==> src/rtl/ad_wave_rec_if.sv <==
// ad_wave_rec_if: bundles the ADC, control/status and record-RAM write
// signals of the AD waveform recorder.
//   ad_clk      ADC sample clock (recorder -> ADC)
//   ad_data     ADC output word
//   start       one-cycle arm pulse, force_trig level trigger override
//   trig_level  unsigned trigger threshold, trig_edge 0=rising 1=falling
//   deci_rate   keep 1 of every deci_rate+1 samples
//   wr_en/wr_addr/wr_data  record RAM write port
//   busy/done   capture status
// modport master: CPU/ADC side, modport slave: the recorder.
interface ad_wave_rec_if #(
  parameter int DATA_W = 8,
  parameter int ADDR_W = 8,
  parameter int DECI_W = 16
);
  logic              ad_clk;
  logic [DATA_W-1:0] ad_data;
  logic              start;
  logic              force_trig;
  logic [DATA_W-1:0] trig_level;
  logic              trig_edge;
  logic [DECI_W-1:0] deci_rate;
  logic              wr_en;
  logic [ADDR_W-1:0] wr_addr;
  logic [DATA_W-1:0] wr_data;
  logic              busy;
  logic              done;

  modport master (
    output ad_data, start, force_trig, trig_level, trig_edge, deci_rate,
    input  ad_clk, wr_en, wr_addr, wr_data, busy, done
  );

  modport slave (
    input  ad_data, start, force_trig, trig_level, trig_edge, deci_rate,
    output ad_clk, wr_en, wr_addr, wr_data, busy, done
  );
endinterface

==> src/rtl/ad_wave_rec.sv <==
// ad_wave_rec: ADC capture front end. Generates ad_clk = sys_clk/2, samples
// ad_data on the edge that takes ad_clk from 1 to 0, decimates, waits for a
// level crossing (or force_trig) and writes a 2**ADDR_W deep record into an
// external RAM through the wr_* port.
//   sys_clk  system clock, rising edge
//   rst      synchronous reset, active-high
//   bus      ad_wave_rec_if slave modport (ADC, control, status, RAM port)
module ad_wave_rec #(
  parameter int DATA_W = 8,
  parameter int ADDR_W = 8,
  parameter int DECI_W = 16
) (
  input  logic         sys_clk,
  input  logic         rst,
  ad_wave_rec_if.slave bus
);

  typedef enum logic [1:0] {IDLE, ARM, WAIT_TRIG, CAPTURE} state_t;

  state_t            state_q, state_d;
  logic              ad_clk_q;
  logic [DECI_W-1:0] cnt_q, cnt_d;
  logic [DATA_W-1:0] prev_q, prev_d;
  logic [DATA_W-1:0] wr_data_q, wr_data_d;
  logic [ADDR_W-1:0] wr_addr_q, wr_addr_d;
  logic              wr_en_q, wr_en_d;
  logic              busy_q, busy_d;
  logic              done_q, done_d;

  logic strobe, kept, trig, last, accept;

  // The sample strobe edge is the one where the registered ad_clk is 1.
  // The kept sample is used straight from ad_data on that edge, so the
  // write it produces is registered on the capture edge itself.
  assign strobe = ad_clk_q;
  assign kept   = strobe && (cnt_q == bus.deci_rate);
  assign last   = &wr_addr_q;
  assign accept = (state_q == IDLE) && bus.start;

  // Strict on prev, inclusive on the new sample.
  assign trig = bus.force_trig
              | (~bus.trig_edge & (prev_q < bus.trig_level) & (bus.ad_data >= bus.trig_level))
              | ( bus.trig_edge & (prev_q > bus.trig_level) & (bus.ad_data <= bus.trig_level));

  always_ff @(posedge sys_clk) begin
    if (rst) begin
      state_q   <= IDLE;
      ad_clk_q  <= 1'b0;
      cnt_q     <= '0;
      prev_q    <= '0;
      wr_data_q <= '0;
      wr_addr_q <= '0;
      wr_en_q   <= 1'b0;
      busy_q    <= 1'b0;
      done_q    <= 1'b0;
    end else begin
      state_q   <= state_d;
      ad_clk_q  <= ~ad_clk_q;
      cnt_q     <= cnt_d;
      prev_q    <= prev_d;
      wr_data_q <= wr_data_d;
      wr_addr_q <= wr_addr_d;
      wr_en_q   <= wr_en_d;
      busy_q    <= busy_d;
      done_q    <= done_d;
    end
  end

  always_comb begin
    state_d = state_q;
    unique case (state_q)
      IDLE:      if (bus.start)     state_d = ARM;
      ARM:       if (kept)          state_d = WAIT_TRIG;
      WAIT_TRIG: if (kept && trig)  state_d = CAPTURE;
      CAPTURE:   if (kept && last)  state_d = IDLE;
      default:                      state_d = IDLE;
    endcase
  end

  always_comb begin
    cnt_d     = cnt_q;
    prev_d    = prev_q;
    wr_en_d   = 1'b0;
    wr_data_d = wr_data_q;
    // Address holds during the write pulse and steps on the following edge.
    wr_addr_d = wr_en_q ? wr_addr_q + ADDR_W'(1) : wr_addr_q;
    busy_d    = busy_q;
    done_d    = done_q;

    if (strobe) cnt_d = kept ? '0 : cnt_q + DECI_W'(1);
    if (accept) cnt_d = '0;

    unique case (state_q)
      IDLE: begin
        if (bus.start) begin
          busy_d    = 1'b1;
          done_d    = 1'b0;
          wr_addr_d = '0;
        end
      end
      ARM: begin
        if (kept) prev_d = bus.ad_data;
      end
      WAIT_TRIG: begin
        if (kept) begin
          if (trig) begin
            wr_en_d   = 1'b1;
            wr_data_d = bus.ad_data;
          end else begin
            prev_d = bus.ad_data;
          end
        end
      end
      CAPTURE: begin
        if (kept) begin
          wr_en_d   = 1'b1;
          wr_data_d = bus.ad_data;
          if (last) begin
            busy_d = 1'b0;
            done_d = 1'b1;
          end
        end
      end
      default: ;
    endcase
  end

  assign bus.ad_clk  = ad_clk_q;
  assign bus.wr_en   = wr_en_q;
  assign bus.wr_addr = wr_addr_q;
  assign bus.wr_data = wr_data_q;
  assign bus.busy    = busy_q;
  assign bus.done    = done_q;

endmodule

==> src/flat_wrapper.sv <==
// flat-port wrapper written by rule: the top's interface ports become plain ports
module ad_wave_rec_flat 
#(
  parameter int DATA_W = 8,
  parameter int ADDR_W = 8,
  parameter int DECI_W = 16
)
  (sys_clk, rst, bus_ad_data, bus_start, bus_force_trig, bus_trig_level, bus_trig_edge, bus_deci_rate, bus_ad_clk, bus_wr_en, bus_wr_addr, bus_wr_data, bus_busy, bus_done);
  ad_wave_rec_if #(.DATA_W(DATA_W), .ADDR_W(ADDR_W), .DECI_W(DECI_W)) bus_i ();
  input  logic sys_clk;
  input  logic rst;
  input wire logic [$bits(bus_i.ad_data)-1:0] bus_ad_data;
  input wire logic [$bits(bus_i.start)-1:0] bus_start;
  input wire logic [$bits(bus_i.force_trig)-1:0] bus_force_trig;
  input wire logic [$bits(bus_i.trig_level)-1:0] bus_trig_level;
  input wire logic [$bits(bus_i.trig_edge)-1:0] bus_trig_edge;
  input wire logic [$bits(bus_i.deci_rate)-1:0] bus_deci_rate;
  output wire logic [$bits(bus_i.ad_clk)-1:0] bus_ad_clk;
  output wire logic [$bits(bus_i.wr_en)-1:0] bus_wr_en;
  output wire logic [$bits(bus_i.wr_addr)-1:0] bus_wr_addr;
  output wire logic [$bits(bus_i.wr_data)-1:0] bus_wr_data;
  output wire logic [$bits(bus_i.busy)-1:0] bus_busy;
  output wire logic [$bits(bus_i.done)-1:0] bus_done;
  assign bus_i.ad_data = bus_ad_data;
  assign bus_i.start = bus_start;
  assign bus_i.force_trig = bus_force_trig;
  assign bus_i.trig_level = bus_trig_level;
  assign bus_i.trig_edge = bus_trig_edge;
  assign bus_i.deci_rate = bus_deci_rate;
  assign bus_ad_clk = bus_i.ad_clk;
  assign bus_wr_en = bus_i.wr_en;
  assign bus_wr_addr = bus_i.wr_addr;
  assign bus_wr_data = bus_i.wr_data;
  assign bus_busy = bus_i.busy;
  assign bus_done = bus_i.done;
  ad_wave_rec #(.DATA_W(DATA_W), .ADDR_W(ADDR_W), .DECI_W(DECI_W)) u_core (.sys_clk(sys_clk), .rst(rst), .bus(bus_i));
endmodule
==> config.mk <==
export PLATFORM = sky130hd
export DESIGN_NAME = ad_wave_rec_flat
export DESIGN_NICKNAME = d
export VERILOG_FILES = /design/src/rtl/ad_wave_rec_if.sv /design/src/rtl/ad_wave_rec.sv /design/src/flat_wrapper.sv
export SDC_FILE = /design/constraint.sdc
export NUM_CORES = 1
export LEC_CHECK = 0
export ABC_AREA = 1
export BUFFER_PORTS_ARGS = -buffer_cell sky130_fd_sc_hd__buf_2
export CELL_PAD_IN_SITES_DETAIL_PLACEMENT = 2
export CELL_PAD_IN_SITES_GLOBAL_PLACEMENT = 2
export CORE_MARGIN = 1.5
export CORE_UTILIZATION = 30
export CTS_CLUSTER_DIAMETER = 100
export DETAILED_ROUTE_END_ITERATION = 8
export PLACE_DENSITY_LB_ADDON = 0.1
export RECOVER_POWER = 100
export SLEW_MARGIN = 20
export SYNTH_ARGS = -nofsm -noshare
export SYNTH_HDL_FRONTEND = slang
export SYNTH_SLANG_ARGS = --single-unit
==> constraint.sdc <==
create_clock -name sys_clk -period 2.5 [get_ports sys_clk]
set_input_delay 0.125 -clock sys_clk [delete_from_list [all_inputs] [get_ports sys_clk]]
set_output_delay 0.125 -clock sys_clk [all_outputs]
set_load 0.01 [all_outputs]
==> metrics, run 1 <==
Worst EP required=2.72 ns; depth of the worst register-to-register path=11; Global Route Usage Sum=18.80%; Die ar.=0.01078 mm2; area of the multi-input gates=0.001774 mm2; max-cap viol count=0; width of the die=103.8 um; Final TNS setup=0 ns; Stages on worst setup path=11; floorplan core area=0.009819 mm2; Distinct cells, synth=35; Crit-path slowest cell=dfxtp_1; Pleak=0.001697 uW; hpwl dp=8126 um; number of synthesized flops with an enable pin=0; grt met1 use=21.00%; most frequent cells in the layout=nand2_1, inv_1, nor2_1; GRT met2 Usage=36.14%; synthesized cell area=0.003050 mm2; ys async rst share=0%; DRC violations left=0; Routed WL=9789 um; r2r startpoint=u_core.cnt_q[0]; Buf/Inv on CP=1; ANT cells=0; worst-skew pair later-pin latency=0.33 ns; register bit total from synthesis=46; delay of the slowest cell on the worst path=0.57 ns; FF+latch area=920.9 um2; startpoint class of the critical path=flip-flop; area grow syn2layout=15.34%; Ys Warns=0; worst-path fanout max=9; Initial DRT Pass Iterations=4; Worst Setup SP=u_core.cnt_q[0]; Cells after Synth=471; largest net degree at the start of global routing=20; Overall Power=1738 uW; Clock Pin Slew Worst Setup and Hold Paths=0.11 ns; commonest non-fill, non-tap cell in the layout=nand2_1; setup violators final=0; Worst Max-Slew Pin Slew=0.6161 ns; Starting Density=31.07%; critical setup path kind=flip-flop to flip-flop; ys flop type=dfxtp_1; CP Capture Point=u_core.state_q[1]; CTS H-tree depth=2; RSZ-0062 raised after global routing=no; Avg Cell Area, Syn=6.476 um2; crit path DAT=2.36 ns; Pins Over Slew Limit=0; share of layout cells above drive strength 1=11.86%; TritonCTS clock tree=built; Tmin final=2.144 ns; I/O Buffers=56; slew margin rel.=58.67%; nets=589; vias in the first global route=3,365; Hold Path Depth=2; I/O pins=57; Setup crit end kind=flip-flop; Iter 0 DRT Violations=22; per-cell routed wire length=14.74 um; cell mode on critical path=nor2_1; Final Hold Vio Count=0; worst r2r dst=u_core.state_q[1]; post-route ant nets=0; hold buffer count at CTS=0; max frequency=466.4 MHz; Via Count=3,155; # rows=36; M3 GR Usage=3.524%; Vias per Instance=4.752; FF-to-FF setup slack=0.36 ns; final core utilization=35.83%; status=complete, no violations; maximum VDD drop=0.0002294 V; global-route wire length before repair=16,240 um; Max Buffers Root-to-Sink=2; syn_nets=530; Root Driver=clkbuf_8; post_cts resized=0; CTS Buf Count=5; Top delay family on crit path=simple AND/OR/NAND/NOR gates; Fillers=1,310; GR peak layer=met2; PwrDens=493.9 mW/mm2; total grt overflow=0; global placer's final weighted congestion=0.8234; clk sinks=46; Post-CTS Setup Bufs=0; worst min path class=primary input to flip-flop; critical path cell sequence=nor2_1 -> nor2_1 -> nand3_1 -> nor2_1 -> nand2_1 -> inv_1 -> nor2_1 -> nor2_1 -> nand3_1 -> nand2_1 -> nor2_1; initial antenna violation count=0; die height=103.8 um; sequential area share after synthesis=30.19%; post-route clock period utilization=85.76%; clk_skew=0.01780 ns
-- stage by stage --
step | instances | hold WS [ns] | setup slack (ns) | cell area [um2]
after floorplan | 471 | 0.1917 | 0.7160 | 3050
after global placement | 656 | 0.3747 | 0.5573 | 3471
after detailed placement | 656 | 0.3731 | 0.3990 | 3471
after CTS | 664 | 0.01368 | 0.3925 | 3563
after global routing | 664 | 0.01334 | 0.08830 | 3518
final | 664 | 0.01333 | 0.3561 | 3518
-- worst min-delay path by stage --
stage	to	slack, ns	start
final	u_core.bus.ad_clk	0.01	rst
after global routing	u_core.bus.ad_clk	0.01	rst
after CTS	u_core.bus.ad_clk	0.01	rst
after detailed placement	u_core.bus.ad_clk	0.37	rst
after global placement	u_core.bus.ad_clk	0.37	rst
after floorplan	u_core.bus.ad_clk	0.19	rst
-- cell type report --
class | count | share of cell area [%]
clock buffers | 5 | 1.956
multi-input cells | 340 | 50.43
repair buffers | 59 | 7.717
well taps | 133 | 4.730
inverters | 78 | 8.321
flip-flops and latches | 46 | 26.17
clock inverters | 3 | 0.6757
-- routing by layer --
layer | part of all wire [%] | vias to the layer above
met4 | 1.1 | 0
met2 | 53 | 39
met5 | 0 | -
met3 | 3.2 | 8
met1 | 42 | 1514
li1 | - | 1594
-- synth_stat cells, drive strengths merged, types with 7 or more instances --
library cell	count	area (um2)
nand2	130	510.5
xor2	11	96.34
ha	22	275.3
dfxtp	46	920.9
inv	76	285.3
nand3	29	150.1
buf	7	48.79
nor2	71	276.5
a21oi	27	135.1
nor3	13	75.07
nand4	11	68.82
-- where the power goes --
part / switching [uW] / internal (uW)
Combinational: 289 / 149
Sequential: 29.8 / 762
Clock: 308 / 201
-- registers in the layout, indices dropped and copies added (netlist names) --
name                flops
u_core.bus.wr_en        1
u_core.bus.wr_addr      8
u_core.bus.busy         1
u_core.cnt_q           16
u_core.bus.wr_data      8
u_core.bus.ad_clk       1
u_core.bus.done         1
u_core.prev_q           8
u_core.state_q          2
-- kinds of logic (layout without fill, tap and decap cells) --
| kind of cell | Yosys count | in the layout | synth area share [%] |
|---|---|---|---|
| compound gates | 41 | 41 | 7.425 |
| xor+xnor | 13 | 13 | 3.733 |
| fa+ha+maj | 22 | 22 | 9.024 |
| buf+inv | 85 | 145 | 11.20 |
| flops | 46 | 46 | 30.19 |
| simple gates | 264 | 264 | 38.43 |
Power figures use the tool's default switching activity.
==> run 2, diff against run 1 <==
--- a/config.mk
+++ b/config.mk
@@ -5,12 +5,11 @@
 export SDC_FILE = /design/constraint.sdc
 export NUM_CORES = 1
 export LEC_CHECK = 0
-export ABC_AREA = 1
 export BUFFER_PORTS_ARGS = -buffer_cell sky130_fd_sc_hd__buf_2
 export CELL_PAD_IN_SITES_DETAIL_PLACEMENT = 2
 export CELL_PAD_IN_SITES_GLOBAL_PLACEMENT = 2
 export CORE_MARGIN = 1.5
-export CORE_UTILIZATION = 30
+export CORE_UTILIZATION = 32
 export CTS_CLUSTER_DIAMETER = 100
 export DETAILED_ROUTE_END_ITERATION = 8
 export PLACE_DENSITY_LB_ADDON = 0.1
==> metrics, run 2 <==
TritonCTS clock tree=built; clk sinks=46 (unchanged); Synth Area in Compound Gates=16.74% (+9.3 points); Fillers=1,002 (-24%); Max Buffers Root-to-Sink=2 (unchanged); Cells after Synth=331 (-30%); synth cell count leaders=dfxtp_1, nor2_1, a21oi_1; commonest non-fill, non-tap cell in the layout=dfxtp_1; vias in the first global route=2,894 (-14%); CTS Buf Count=5 (unchanged); Crit-path slowest cell=or4_1; hpwl dp=6976 um (-14%); Starting Density=33.20% (+2.1 points); Distinct cells, synth=43 (+23%); die height=95.33 um (-8.2%); global-route wire length before repair=14,310 um (-12%); delay of the slowest cell on the worst path=0.61 ns (+0.04 ns); DRC violations left=0 (unchanged); Setup crit end kind=flip-flop; worst-path fanout max=7 (-2); maximum VDD drop=0.0001936 V (-16%); Final Hold Vio Count=0 (unchanged); hold buffer count at CTS=0 (unchanged); net switching power=487.9 uW (-22%); setup violators final=0 (unchanged); max frequency=427.5 MHz (-8.3%); dominant cell type by area after synthesis=dfxtp_1; Root Driver=clkbuf_8; Final WS setup=0.1609 ns (-0.1952 ns); Tmin final=2.339 ns (+0.1952 ns); Flop pwr share=45.9% (+0.3 points); most frequent cells in the layout=dfxtp_1, buf_2, nor2_1; ANT cells=0 (unchanged); ys async rst share=0% (unchanged); slew margin rel.=44.66% (-14 points); internal power=1183 uW (+6.4%); startpoint class of the critical path=flip-flop; critical path cell sequence=xor2_1 -> nand2b_1 -> or4_4 -> or4_1 -> a21oi_2 -> nor2_1; synthesized cell area=0.002728 mm2 (-11%); crit path DAT=2.52 ns (+0.16 ns); number of synthesized flops with an enable pin=0 (unchanged); Design Area, Final=0.003334 mm2 (-5.2%); area of the multi-input gates=0.001762 mm2 (-0.71%); sequential area share after synthesis=33.76% (+3.6 points); Iter 0 DRT Violations=48 (+120%); per-cell routed wire length=17.28 um (+17%); register bit total from synthesis=46 (unchanged); Overall Power=1671 uW (-3.9%); PwrDens=501.0 mW/mm2 (+1.4%); largest family of logic cells by synthesized area=simple AND/OR/NAND/NOR gates; FF+latch area=920.9 um2 (unchanged); Worst Max-Slew Pin Slew=0.8245 ns (+0.2084 ns); Largest Register=u_core.cnt_q; floorplan core area=0.008217 mm2 (-16%); max-cap viol count=0 (unchanged); post-synthesis adder-cell area fraction=10.09% (+1.1 points); post-route clock period utilization=93.56% (+7.8 points); post-route ant nets=0 (unchanged); width of the die=95.33 um (-8.2%); Ys Warns=0 (unchanged); share of layout cells above drive strength 1=16.33% (+4.5 points); clk_skew=0.006292 ns (-0.01151 ns); I/O pins=57 (unchanged); I/O Buffers=56 (unchanged); Worst EP required=2.68 ns (-0.04 ns); status=complete, no violations; Via Count=2,690 (-15%); Die ar.=0.009087 mm2 (-16%); Pleak=0.001324 uW (-22%); Avg Cell Area, Syn=8.241 um2 (+27%); worst min path class=primary input to flip-flop; CTS H-tree depth=2 (unchanged); # rows=33 (-8.3%); initial antenna violation count=0 (unchanged); placed standard-cell area=0.003204 mm2 (-7.7%); nets=456 (-23%); pre-CTS setup slack=-0.07704 ns (-0.4761 ns); syn_nets=390 (-26%); post-synthesis mux area share=0.3670% (+0.37 points); XOR/XNOR share of the synthesized area=11.24% (+7.5 points); area grow syn2layout=22.25%; final core utilization=40.58% (+4.8 points); largest net degree at the start of global routing=25 (+25%); Routed WL=8690 um (-11%); critical setup path kind=flip-flop to flip-flop; global placer's final weighted congestion=0.8333 (+1.2%); Pins Over Slew Limit=0 (unchanged); Switching Share=29.20% (-6.8 points); Post-CTS Setup Bufs=0 (unchanged); Largest register FFs=16 (unchanged); post-synthesis simple-gate area fraction=23.72% (-15 points); largest cells by area after synthesis=dfxtp_1, ha_1, xor2_1; Yosys top cell area share=33.76% (+3.6 points); Initial DRT Pass Iterations=4 (unchanged); ys flop type=dfxtp_1; Clock Power Share=33.4% (+4.2 points); worst-skew pair later-pin latency=0.30 ns (-0.03 ns); RSZ-0062 raised after global routing=no; most common cell in the netlist=dfxtp_1; WHS=0.1139 ns (+0.1006 ns); Global Route Usage Sum=20.56% (+1.8 points); Combinational Power Share=20.7% (-4.5 points); Clock Pin Slew Worst Setup and Hold Paths=0.09 ns (-0.02 ns); total grt overflow=0 (unchanged); Vias per Instance=5.348 (+13%)
## run 2: cell families after synthesis
family / count (synthesis)
mux: 1
buf+inv: 29
compound gates: 76
flops: 46
simple gates: 122
fa+ha+maj: 22
xor+xnor: 35
## run 2: power groups by stage
stage / Clock (uW) / Sequential, uW / Combinational, uW
2_1_floorplan: 0 / 783 / 212
3_3_place_gp: 0 / 783 / 330
3_5_place_dp: 0 / 783 / 343
4_1_cts: 575 / 766 / 347
5_1_grt: 606 / 771 / 391
6_report: 559 / 766 / 346
## run 2: timing repair
action                                  4_1_cts  5_1_grt
endpoints found under the setup margin        9       19
resized for setup                             3        9
pin swaps                                     0        2
## run 2: final timing paths
| check | from | end | slack [ns] | cells after the start |
|---|---|---|---|---|
| max reg2reg | u_core.cnt_q[10] | u_core.bus.busy | 0.16 | 6 |
| min | bus_ad_data[2] | u_core.bus.wr_data[2] | 0.11 | 3 |
| min reg2reg | u_core.bus.wr_data[5] | u_core.bus.wr_data[5] | 0.48 | 2 |
| max | u_core.cnt_q[10] | u_core.bus.busy | 0.16 | 6 |
## run 2: worst max-delay path, delay by kind of cell (launching register included)
family	cells	cell delay, ns
compound gates	1	0.16
xor+xnor	1	0.16
flops	1	0.46
simple gates	4	1.44
## run 2: cell type report
type	count	share of cell area (%)
multi-input combinational	256	52.83
sequential	46	27.62
timing repair buffer	71	10.51
tap	105	3.940
clock buffer	7	2.289
inverter	17	1.914
clock inverter	1	0.9006
## run 2: routing by layer
| metal | routed length, um | global-route usage (%) |
|---|---|---|
| met2 | 4667 | 39.30 |
| met3 | 253 | 2.871 |
| met5 | 0 | 0 |
| met1 | 3705 | 24.03 |
| met4 | 63 | 4.104 |
## run 2: stage by stage
stage	cells	setup TNS (ns)
floorplan	331	0
global placement	495	0
detailed placement	495	-0.4030
CTS	503	0
global route	503	0
finish	503	0
